## src/rtl/uart_rx_word_pkg.sv

```systemverilog
// Shared definitions for the UART word receiver: 8N1 frame constants, bit-FSM
// state encoding and the byte-level response record.
package uart_rx_word_pkg;

  localparam int DEF_CLKS_PER_BIT = 434;
  localparam int DATA_BITS        = 8;

  typedef enum logic [2:0] {
    ST_IDLE,
    ST_START,
    ST_DATA,
    ST_STOP,
    ST_BREAK
  } rx_state_t;

  // Strobes are valid in the cycle the deciding sample is taken.
  typedef struct packed {
    logic [DATA_BITS-1:0] data;
    logic                 start;
    logic                 ok;
    logic                 ferr;
  } rx_byte_t;

  function automatic int idx_w(input int n);
    return (n > 1) ? $clog2(n) : 1;
  endfunction

endpackage

```

## src/rtl/uart_rx_word_if.sv

```systemverilog
// Serial input and assembled-word outputs of the UART word receiver.
interface uart_rx_word_if #(
  parameter int NUM_BYTES = 4
);
  logic                   rx;
  logic [8*NUM_BYTES-1:0] word_out;
  logic                   word_valid;
  logic                   frame_err;
  logic                   timeout_err;
  logic                   busy;

  modport master (
    input  rx,
    output word_out, word_valid, frame_err, timeout_err, busy
  );

  modport slave (
    output rx,
    input  word_out, word_valid, frame_err, timeout_err, busy
  );
endinterface

```

## src/rtl/uart_rx_byte.sv

```systemverilog
// 8N1 byte deserialiser: 2-FF synchroniser, start-edge detect and bit FSM up to
// the mid-stop-bit sample.
module uart_rx_byte
  import uart_rx_word_pkg::*;
#(
  parameter int CLKS_PER_BIT = DEF_CLKS_PER_BIT
) (
  input  logic     clk,
  input  logic     reset,
  input  logic     rx,
  output rx_byte_t rsp,
  output logic     busy
);

  localparam int TW = $clog2(CLKS_PER_BIT);
  localparam int BW = $clog2(DATA_BITS);
  localparam logic [TW-1:0] HALF  = TW'(CLKS_PER_BIT/2 - 1);
  localparam logic [TW-1:0] FULL  = TW'(CLKS_PER_BIT - 1);
  localparam logic [BW-1:0] LASTB = BW'(DATA_BITS - 1);

  logic [1:0] sync;
  logic       rs, rs_prev;

  always_ff @(posedge clk) begin
    if (reset) begin
      sync    <= 2'b11;
      rs_prev <= 1'b1;
    end else begin
      sync    <= {sync[0], rx};
      rs_prev <= sync[1];
    end
  end

  assign rs = sync[1];

  rx_state_t            state, state_nxt;
  logic [TW-1:0]        timer, timer_nxt;
  logic [BW-1:0]        bit_idx, bit_idx_nxt;
  logic [DATA_BITS-1:0] shift, shift_nxt;

  always_ff @(posedge clk) begin
    if (reset) begin
      state   <= ST_IDLE;
      timer   <= '0;
      bit_idx <= '0;
      shift   <= '0;
    end else begin
      state   <= state_nxt;
      timer   <= timer_nxt;
      bit_idx <= bit_idx_nxt;
      shift   <= shift_nxt;
    end
  end

  always_comb begin
    state_nxt   = state;
    timer_nxt   = timer + 1'b1;
    bit_idx_nxt = bit_idx;
    shift_nxt   = shift;
    rsp         = '0;
    rsp.data    = shift;
    case (state)
      ST_IDLE: begin
        timer_nxt = '0;
        if (rs_prev && !rs) begin
          state_nxt = ST_START;
          rsp.start = 1'b1;
        end
      end
      ST_START: begin
        if (timer == HALF) begin
          timer_nxt   = '0;
          bit_idx_nxt = '0;
          state_nxt   = rs ? ST_IDLE : ST_DATA;
        end
      end
      ST_DATA: begin
        if (timer == FULL) begin
          timer_nxt          = '0;
          shift_nxt[bit_idx] = rs;
          if (bit_idx == LASTB) state_nxt = ST_STOP;
          else                  bit_idx_nxt = bit_idx + 1'b1;
        end
      end
      ST_STOP: begin
        // Leaving at mid stop bit lets a back-to-back start edge be caught.
        if (timer == FULL) begin
          timer_nxt = '0;
          if (rs) begin
            rsp.ok    = 1'b1;
            state_nxt = ST_IDLE;
          end else begin
            rsp.ferr  = 1'b1;
            state_nxt = ST_BREAK;
          end
        end
      end
      ST_BREAK: begin
        timer_nxt = '0;
        if (rs) state_nxt = ST_IDLE;
      end
      default: begin
        timer_nxt = '0;
        state_nxt = ST_IDLE;
      end
    endcase
  end

  assign busy = (state != ST_IDLE);

endmodule

```

## src/rtl/uart_rx_word.sv

```systemverilog
// UART word receiver: assembles NUM_BYTES 8N1 bytes (first byte in the low slot)
// into one word, with frame-error and inter-byte timeout reporting.
module uart_rx_word
  import uart_rx_word_pkg::*;
#(
  parameter int CLKS_PER_BIT = DEF_CLKS_PER_BIT,
  parameter int NUM_BYTES    = 4,
  parameter int TIMEOUT_BITS = 20
) (
  input  logic           clk,
  input  logic           reset,
  uart_rx_word_if.master bus
);

  localparam int BI_W   = idx_w(NUM_BYTES);
  localparam int TO_CYC = TIMEOUT_BITS * CLKS_PER_BIT;
  localparam int TO_W   = $clog2(TO_CYC);
  localparam logic [TO_W-1:0] TO_MAX = TO_W'(TO_CYC - 1);
  localparam logic [BI_W-1:0] LAST   = BI_W'(NUM_BYTES - 1);

  rx_byte_t rsp;
  logic     rx_busy;

  uart_rx_byte #(
    .CLKS_PER_BIT(CLKS_PER_BIT)
  ) u_byte (
    .clk   (clk),
    .reset (reset),
    .rx    (bus.rx),
    .rsp   (rsp),
    .busy  (rx_busy)
  );

  logic [NUM_BYTES-1:0][7:0] slots, word_nxt, word_q;
  logic [BI_W-1:0]           byte_idx;
  logic [TO_W-1:0]           idle_cnt;
  logic                      word_valid, frame_err, timeout_err;

  always_comb begin
    word_nxt           = slots;
    word_nxt[byte_idx] = rsp.data;
  end

  always_ff @(posedge clk) begin
    if (reset) begin
      slots       <= '0;
      word_q      <= '0;
      byte_idx    <= '0;
      idle_cnt    <= '0;
      word_valid  <= 1'b0;
      frame_err   <= 1'b0;
      timeout_err <= 1'b0;
    end else begin
      word_valid  <= 1'b0;
      frame_err   <= 1'b0;
      timeout_err <= 1'b0;

      if (rsp.ok) begin
        slots <= word_nxt;
        if (byte_idx == LAST) begin
          byte_idx   <= '0;
          word_q     <= word_nxt;
          word_valid <= 1'b1;
        end else begin
          byte_idx <= byte_idx + 1'b1;
        end
      end else if (rsp.ferr) begin
        byte_idx  <= '0;
        frame_err <= 1'b1;
      end

      // Counts only in IDLE with a partial word; ok/ferr occur while busy, so
      // the timeout branch never contends with them for byte_idx.
      if (rsp.start || rx_busy || byte_idx == '0) begin
        idle_cnt <= '0;
      end else if (idle_cnt == TO_MAX) begin
        idle_cnt    <= '0;
        byte_idx    <= '0;
        timeout_err <= 1'b1;
      end else begin
        idle_cnt <= idle_cnt + 1'b1;
      end
    end
  end

  assign bus.word_out    = word_q;
  assign bus.word_valid  = word_valid;
  assign bus.frame_err   = frame_err;
  assign bus.timeout_err = timeout_err;
  assign bus.busy        = rx_busy;

endmodule
```

## src/flat_wrapper.sv

```systemverilog
// flat-port wrapper written by rule: the top's interface ports become plain ports
module uart_rx_word_flat import uart_rx_word_pkg::*;
#(
  parameter int CLKS_PER_BIT = DEF_CLKS_PER_BIT,
  parameter int NUM_BYTES    = 4,
  parameter int TIMEOUT_BITS = 20
)
  (clk, reset, bus_rx, bus_word_out, bus_word_valid, bus_frame_err, bus_timeout_err, bus_busy);
  uart_rx_word_if #(.NUM_BYTES(NUM_BYTES)) bus_i ();
  input  logic clk;
  input  logic reset;
  input wire logic [$bits(bus_i.rx)-1:0] bus_rx;
  output wire logic [$bits(bus_i.word_out)-1:0] bus_word_out;
  output wire logic [$bits(bus_i.word_valid)-1:0] bus_word_valid;
  output wire logic [$bits(bus_i.frame_err)-1:0] bus_frame_err;
  output wire logic [$bits(bus_i.timeout_err)-1:0] bus_timeout_err;
  output wire logic [$bits(bus_i.busy)-1:0] bus_busy;
  assign bus_i.rx = bus_rx;
  assign bus_word_out = bus_i.word_out;
  assign bus_word_valid = bus_i.word_valid;
  assign bus_frame_err = bus_i.frame_err;
  assign bus_timeout_err = bus_i.timeout_err;
  assign bus_busy = bus_i.busy;
  uart_rx_word #(.CLKS_PER_BIT(CLKS_PER_BIT), .NUM_BYTES(NUM_BYTES), .TIMEOUT_BITS(TIMEOUT_BITS)) u_core (.clk(clk), .reset(reset), .bus(bus_i));
endmodule
```

## config.mk

```make
export PLATFORM = sky130hd
export DESIGN_NAME = uart_rx_word_flat
export DESIGN_NICKNAME = d
export VERILOG_FILES = /design/src/rtl/uart_rx_word_pkg.sv /design/src/rtl/uart_rx_word_if.sv /design/src/rtl/uart_rx_byte.sv /design/src/rtl/uart_rx_word.sv /design/src/flat_wrapper.sv
export SDC_FILE = /design/constraint.sdc
export NUM_CORES = 1
export LEC_CHECK = 0
export CAP_MARGIN = 30
export CORE_MARGIN = 5
export CORE_UTILIZATION = 45
export CTS_BUF_LIST = sky130_fd_sc_hd__clkbuf_4
export DETAILED_ROUTE_END_ITERATION = 8
export PLACE_DENSITY = 0.72
export RECOVER_POWER = 100
export SYNTH_ARGS = -nofsm -noshare
export SYNTH_HDL_FRONTEND = slang
export SYNTH_HIERARCHICAL = 1
export SYNTH_SLANG_ARGS = --single-unit
```

## constraint.sdc

```tcl
create_clock -name clk -period 4.2 [get_ports clk]
set_input_delay 0.42 -clock clk [delete_from_list [all_inputs] [get_ports clk]]
set_output_delay 0.42 -clock clk [all_outputs]
set_load 0.03 [all_outputs]
```

# Yosys cells after proc, flatten, opt, wreduce, memory -nomap -nowiden
# Cells that the tools add are included.
[totals]
regBits = 109
input_bits = 3
out_inout_bits = 36
word_cells = 99
[op_classes]
add_sub_neg = 4
order_cmp = 4
eq_ne = 16
muxes = 36
n_bitwise = 1
reduce_logical = 19
[ops]
columns = ["cell", "n"]
rows = [
  ["32-bit bitwise mux", 1],
  ["3-bit two-way mux", 10],
  ["9-bit two-way mux", 2],
  ["9-bit case mux with 2 select lines", 1],
  ["8-bit demux with 2-bit select", 1],
  ["2-bit two-way mux", 8],
  ["3-bit case mux with 5 select lines", 1],
  ["14-bit by 1-bit adder with 14-bit output, second input constant", 1],
  ["14-bit equality test, second input constant", 1],
  ["2-bit inequality test, second input constant", 7],
  ["9-bit by 1-bit adder with 9-bit output, second input constant", 1],
  ["9-bit by 8-bit equality test with 1-bit output, second input constant", 1],
  ["9-bit equality test, second input constant", 1],
  ["8-bit bitwise mux", 1],
  ["1-bit two-way mux", 8],
  ["8-bit two-way mux", 1],
  ["2-bit OR reduction", 4],
  ["3-bit by 2-bit equality test with 1-bit output, second input constant", 2],
  ["3-bit equality test, second input constant", 2],
  ["3-bit case mux with 2 select lines", 1],
  ["6-bit AND reduction", 1],
  ["3-bit by 4-bit less-than comparator with 1-bit output, second input constant", 1],
  ["2-bit AND reduction", 2],
  ["4-bit AND reduction", 1],
  ["17 further kinds", 20],
]

# Logic depth before layout (Yosys ltp)
[depth]
ltp_word = 7
depth_mapped = 11
ltp_nobuf = 8

# Modules after synthesis
# The synthesis kept the hierarchy.
[modules_own_cells]
columns = ["module", "instances", "cells_each", "area_per_inst_um2", "seq_area_each_um2"]
rows = [
  ["uart_rx_word", 1, 343, 3101.7, 1501.4],
  ["uart_rx_byte", 1, 145, 1270.0, 520.5],
]

# Least setup slack after synthesis
# OpenSTA, ideal clock, no wires.
[synth_timing]
path_type = "flip-flop to flip-flop"
from = "register u_core.u_byte.timer[0]"
to = "register u_core.word_q (netlist bit u_core/bus.word_out[16])"
setup_time_ns = 0.086
arrival_ns = 1.829
required_ns = 4.114
setup_slack_ns = 2.285
path_stages_with_launch = 11
path_buffers = 3
period_less_slack_ns = 1.915
cell_sequence = "dfxtp_1 ha_1 and4bb_2 nand2_1 nor3_1 buf_2 and2_1 buf_4 buf_4 nor2_1 a211oi_1"
[synth_lines]
columns = ["item", "line_no", "source"]
rows = [
  ["start, declared", "uart_rx_byte.sv:37", "logic [TW-1:0] timer, timer_nxt;"],
  ["start signal, assigned", "uart_rx_byte.sv:49", "timer <= timer_nxt;"],
  ["end signal, assigned", "uart_rx_word.sv:62", "word_q <= word_nxt;"],
  ["end, declared", "uart_rx_word.sv:34", "logic [NUM_BYTES-1:0][7:0] slots, word_nxt, word_q;"],
]

# Worst setup path in the final report
[layout_timing]
from = "input port reset"
to = "register u_core.idle_cnt[12]"
[layout_via]
elab_chain_cells = 1
[layout_lines]
columns = ["item", "line_no", "source"]
rows = [
  ["start, declared", "flat_wrapper.sv:11", "input logic reset;"],
  ["3-bit OR reduction (no line)", "n/a", ""],
  ["end signal, assigned", "uart_rx_word.sv:81", "idle_cnt <= idle_cnt + 1'b1;"],
  ["end, declared", "uart_rx_word.sv:36", "logic [TO_W-1:0] idle_cnt;"],
]
# No other way between the ends.
# A chain may end at the register's enable or synchronous reset.

==> flow_summary.json <==
{
  "r2r_start": "u_core/u_byte/timer[0]$_SDFF_PP0_",
  "finalHoldViolations": 0,
  "pre_cts_ws_ps": 1470,
  "cts_htree_levels": 3,
  "hp-class": "reg2reg",
  "worstHoldStart": "u_core/u_byte/sync[0]$_SDFF_PP1_",
  "routed.top_layer": "met4",
  "r2r_slack_ps": 1400,
  "synth_edf_count": 0,
  "finalClockSkew_ps": 16.0,
  "cts.path.max_buffers": 2,
  "via_per_inst": 5.21,
  "synth_cell_types": 55,
  "tightest_slew_ps": 2800,
  "leakage_uw": 0.00169,
  "yosysWarnings": 6,
  "rsz0062_at_grt": "no",
  "report.final.setup_viol": 0,
  "die_area_sq_um": 11800,
  "layout-drive-gt1-share": 0.0621,
  "cts_tree": "yes",
  "seq_area_frac_synth": 0.463,
  "relSlewSlack": -0.868,
  "hold_ws_ps": 445,
  "cts.repair.resized": 0,
  "timing.critical_path.mode_cell": "clkbuf_1",
  "synth_area_leader_cell": "dfxtp_1",
  "required_ps": 4550,
  "wl_met2_um": 4180,
  "critPathLaunchType": "primary input",
  "grt_max_degree": 68,
  "routabilityCongestion": 0.798,
  "async_flop_share": 0,
  "max_cap_violations": 1,
  "die_h_um": 109,
  "antenna_found_initial": 0,
  "violations": "capacitance limit, slew limit",
  "postCtsSetupBuffers": 0,
  "clk_latency_ps": 470,
  "num-nets-final": 523,
  "critPathArrivalTime_ps": 3340,
  "synth.avg_cell_area_sq_um": 8.96,
  "dr_total_vias": 3374,
  "wl_per_cell_um": 13.4,
  "r2r_end": "u_core/bus.word_out[7]$_SDFFE_PP0P_",
  "wl_met1_um": 3980,
  "first_global_vias": 3253,
  "setup_slack_ps": 1220,
  "slowest_stage": "clkbuf_1",
  "cts.clk_slew.worst_paths_ps": 150,
  "yosysMostFrequentCell": "dfxtp_1",
  "synth_seq_cells": 101,
  "drt_iter0_drc": 130,
  "design.portCount": 39,
  "syn_nets": 501,
  "powerDensity_nw_per_um2": 311,
  "clock-sinks": 101,
  "synth_area_leaders": "dfxtp_1, mux2i_1, nand2_1",
  "max_freq_mhz": 335,
  "post-route-period-util": 0.710,
  "yosys_most_used_dff": "dfxtp_1",
  "die_width_um": 109,
  "hold_path_end": "u_core/u_byte/sync[1]$_SDFF_PP1_",
  "min_period_ps": 2980,
  "status": "finished with violations",
  "grt_use_total": 0.158,
  "cts_buffers": 9,
  "dpl.hpwl_um": 5880,
  "crit_type": "in2reg",
  "synth_top_cell_area_share": 0.463,
  "whs_path_depth": 1,
  "ctsHoldBuffers": 0,
  "grt_first_pass_wirelength_um": 15000,
  "netlist_area_sq_um": 4370,
  "ys_top_cells_by_count": "dfxtp_1, nand2_1, nor2_1",
  "syn_to_final_growth_pct": 11.8,
  "numPortBuffers": 38,
  "drc": 0,
  "critPathTopFamily": "buffers and inverters",
  "syn_inst": 488,
  "antennaDiodeCount": 0,
  "root_buffer": "clkbuf_4",
  "worst-path-buf-inv": 2,
  "r2r_cells": 8,
  "start_util": 0.454,
  "critPathMaxFanout": 67,
  "vdd_ir_drop_max_mv": 0.146,
  "slowest_delay_ps": 1980,
  "ant_nets": 0,
  "drt-total-wl_um": 8690,
  "tns_ps": 0,
  "fp.coreArea_sq_um": 9640,
  "wl_met3_um": 405,
  "slew_viol_final": 68,
  "gr-total-overflow": 0,
  "rows": 36,
  "worst_setup_path_end_kind": "flip-flop",
  "crit_chain": "clkbuf_1 > clkbuf_1 > nor4_1 > nand2_1 > nor2_1",
  "drt-pass1-iter-count": 5
}
[per-stage QoR]
stage | instance area (sq um) | total power, uW | std cells | util
detailed placement | 4780 | 1070 | 632 | 0.496
global placement | 4780 | 1060 | 632 | 0.496
floorplan | 4370 | 1040 | 488 | -
finish | 4890 | 1520 | 648 | 0.507
global route | 4890 | 1590 | 648 | 0.507
CTS | 4910 | 1540 | 648 | 0.510
[cell families (layout without fill, tap and decap cells)]
| kind of cell | after synthesis | count (layout) | share of synthesized area |
|---|---|---|---|
| AO/OA/AOI/OAI | 73 | 73 | 0.106 |
| multiplexers | 33 | 33 | 0.0756 |
| adder cells (fa/ha/maj) | 10 | 10 | 0.0286 |
| flip-flops | 101 | 101 | 0.463 |
| AND/OR/NAND/NOR | 211 | 211 | 0.244 |
| XOR/XNOR | 19 | 19 | 0.0381 |
| buffers and inverters | 41 | 68 | 0.0449 |
[worst max path at each step]
stage,startpoint,end,cells after the start
after floorplan,u_core/u_byte/timer[0]$_SDFF_PP0_,u_core/bus.word_out[16]$_SDFFE_PP0P_,10
after global placement,u_core/u_byte/timer[0]$_SDFF_PP0_,u_core/bus.word_out[7]$_SDFFE_PP0P_,8
after detailed placement,u_core/u_byte/timer[0]$_SDFF_PP0_,u_core/bus.word_out[10]$_SDFFE_PP0P_,8
after CTS,u_core/u_byte/timer[0]$_SDFF_PP0_,u_core/bus.word_out[12]$_SDFFE_PP0P_,8
after global routing,reset,u_core/idle_cnt[12]$_SDFF_PP0_,5
final,reset,u_core/idle_cnt[12]$_SDFF_PP0_,5
[state kept, by name, indices dropped and copies added (netlist names)]
name,count
u_core/byte_idx,2
u_core/u_byte/shift,8
u_core/u_byte/bit_idx,3
u_core/bus.frame_err,1
u_core/bus.word_valid,1
u_core/idle_cnt,14
u_core/u_byte/state,3
u_core/u_byte/rs_prev,1
u_core/bus.word_out,32
u_core/bus.timeout_err,1
u_core/u_byte/timer,9
u_core/u_byte/sync,2
u_core/slots,24
[per-layer routing]
metal,global-route usage,vias up
met3,0.0310,13
li1,-,1738
met5,0,-
met2,0.263,49
met4,0.0694,0
met1,0.200,1574
[cell type report]
class / count / area, sq um
Sequential cell: 101 / 2020
Fill cell: 939 / 4750
Clock inverter: 6 / 53.8
Multi-Input combinational cell: 346 / 2140
Inverter: 12 / 45.0
Clock buffer: 10 / 75.1
Tap cell: 133 / 166
Timing Repair Buffer: 40 / 385
[power breakdown]
group	total (uW)	switching [uW]	internal, uW
clock network	481	341	139
registers	973	8.40	964
logic	68.9	44.3	24.6
total	1520	394	1130
[placed cells by master, fill, tap and decap left out, drive strengths merged, types with 2 or more instances in the layout]
cell / n
mux2i: 33
a211oi: 24
ha: 10
nor3: 9
a21oi: 35
nand4b: 3
o21ai: 2
inv: 14
nand4bb: 2
nand4: 3
xnor2: 13
nand3: 34
nor4: 7
clkinv: 3
or3b: 2
dlygate4sd3: 36
nor2: 58
or2: 2
nor4b: 2
nand2: 74
dfxtp: 101
and4: 2
clkbuf: 12
xor2: 6
o32ai: 2
nor3b: 2
or3: 4
Power figures use the tool's default switching activity.
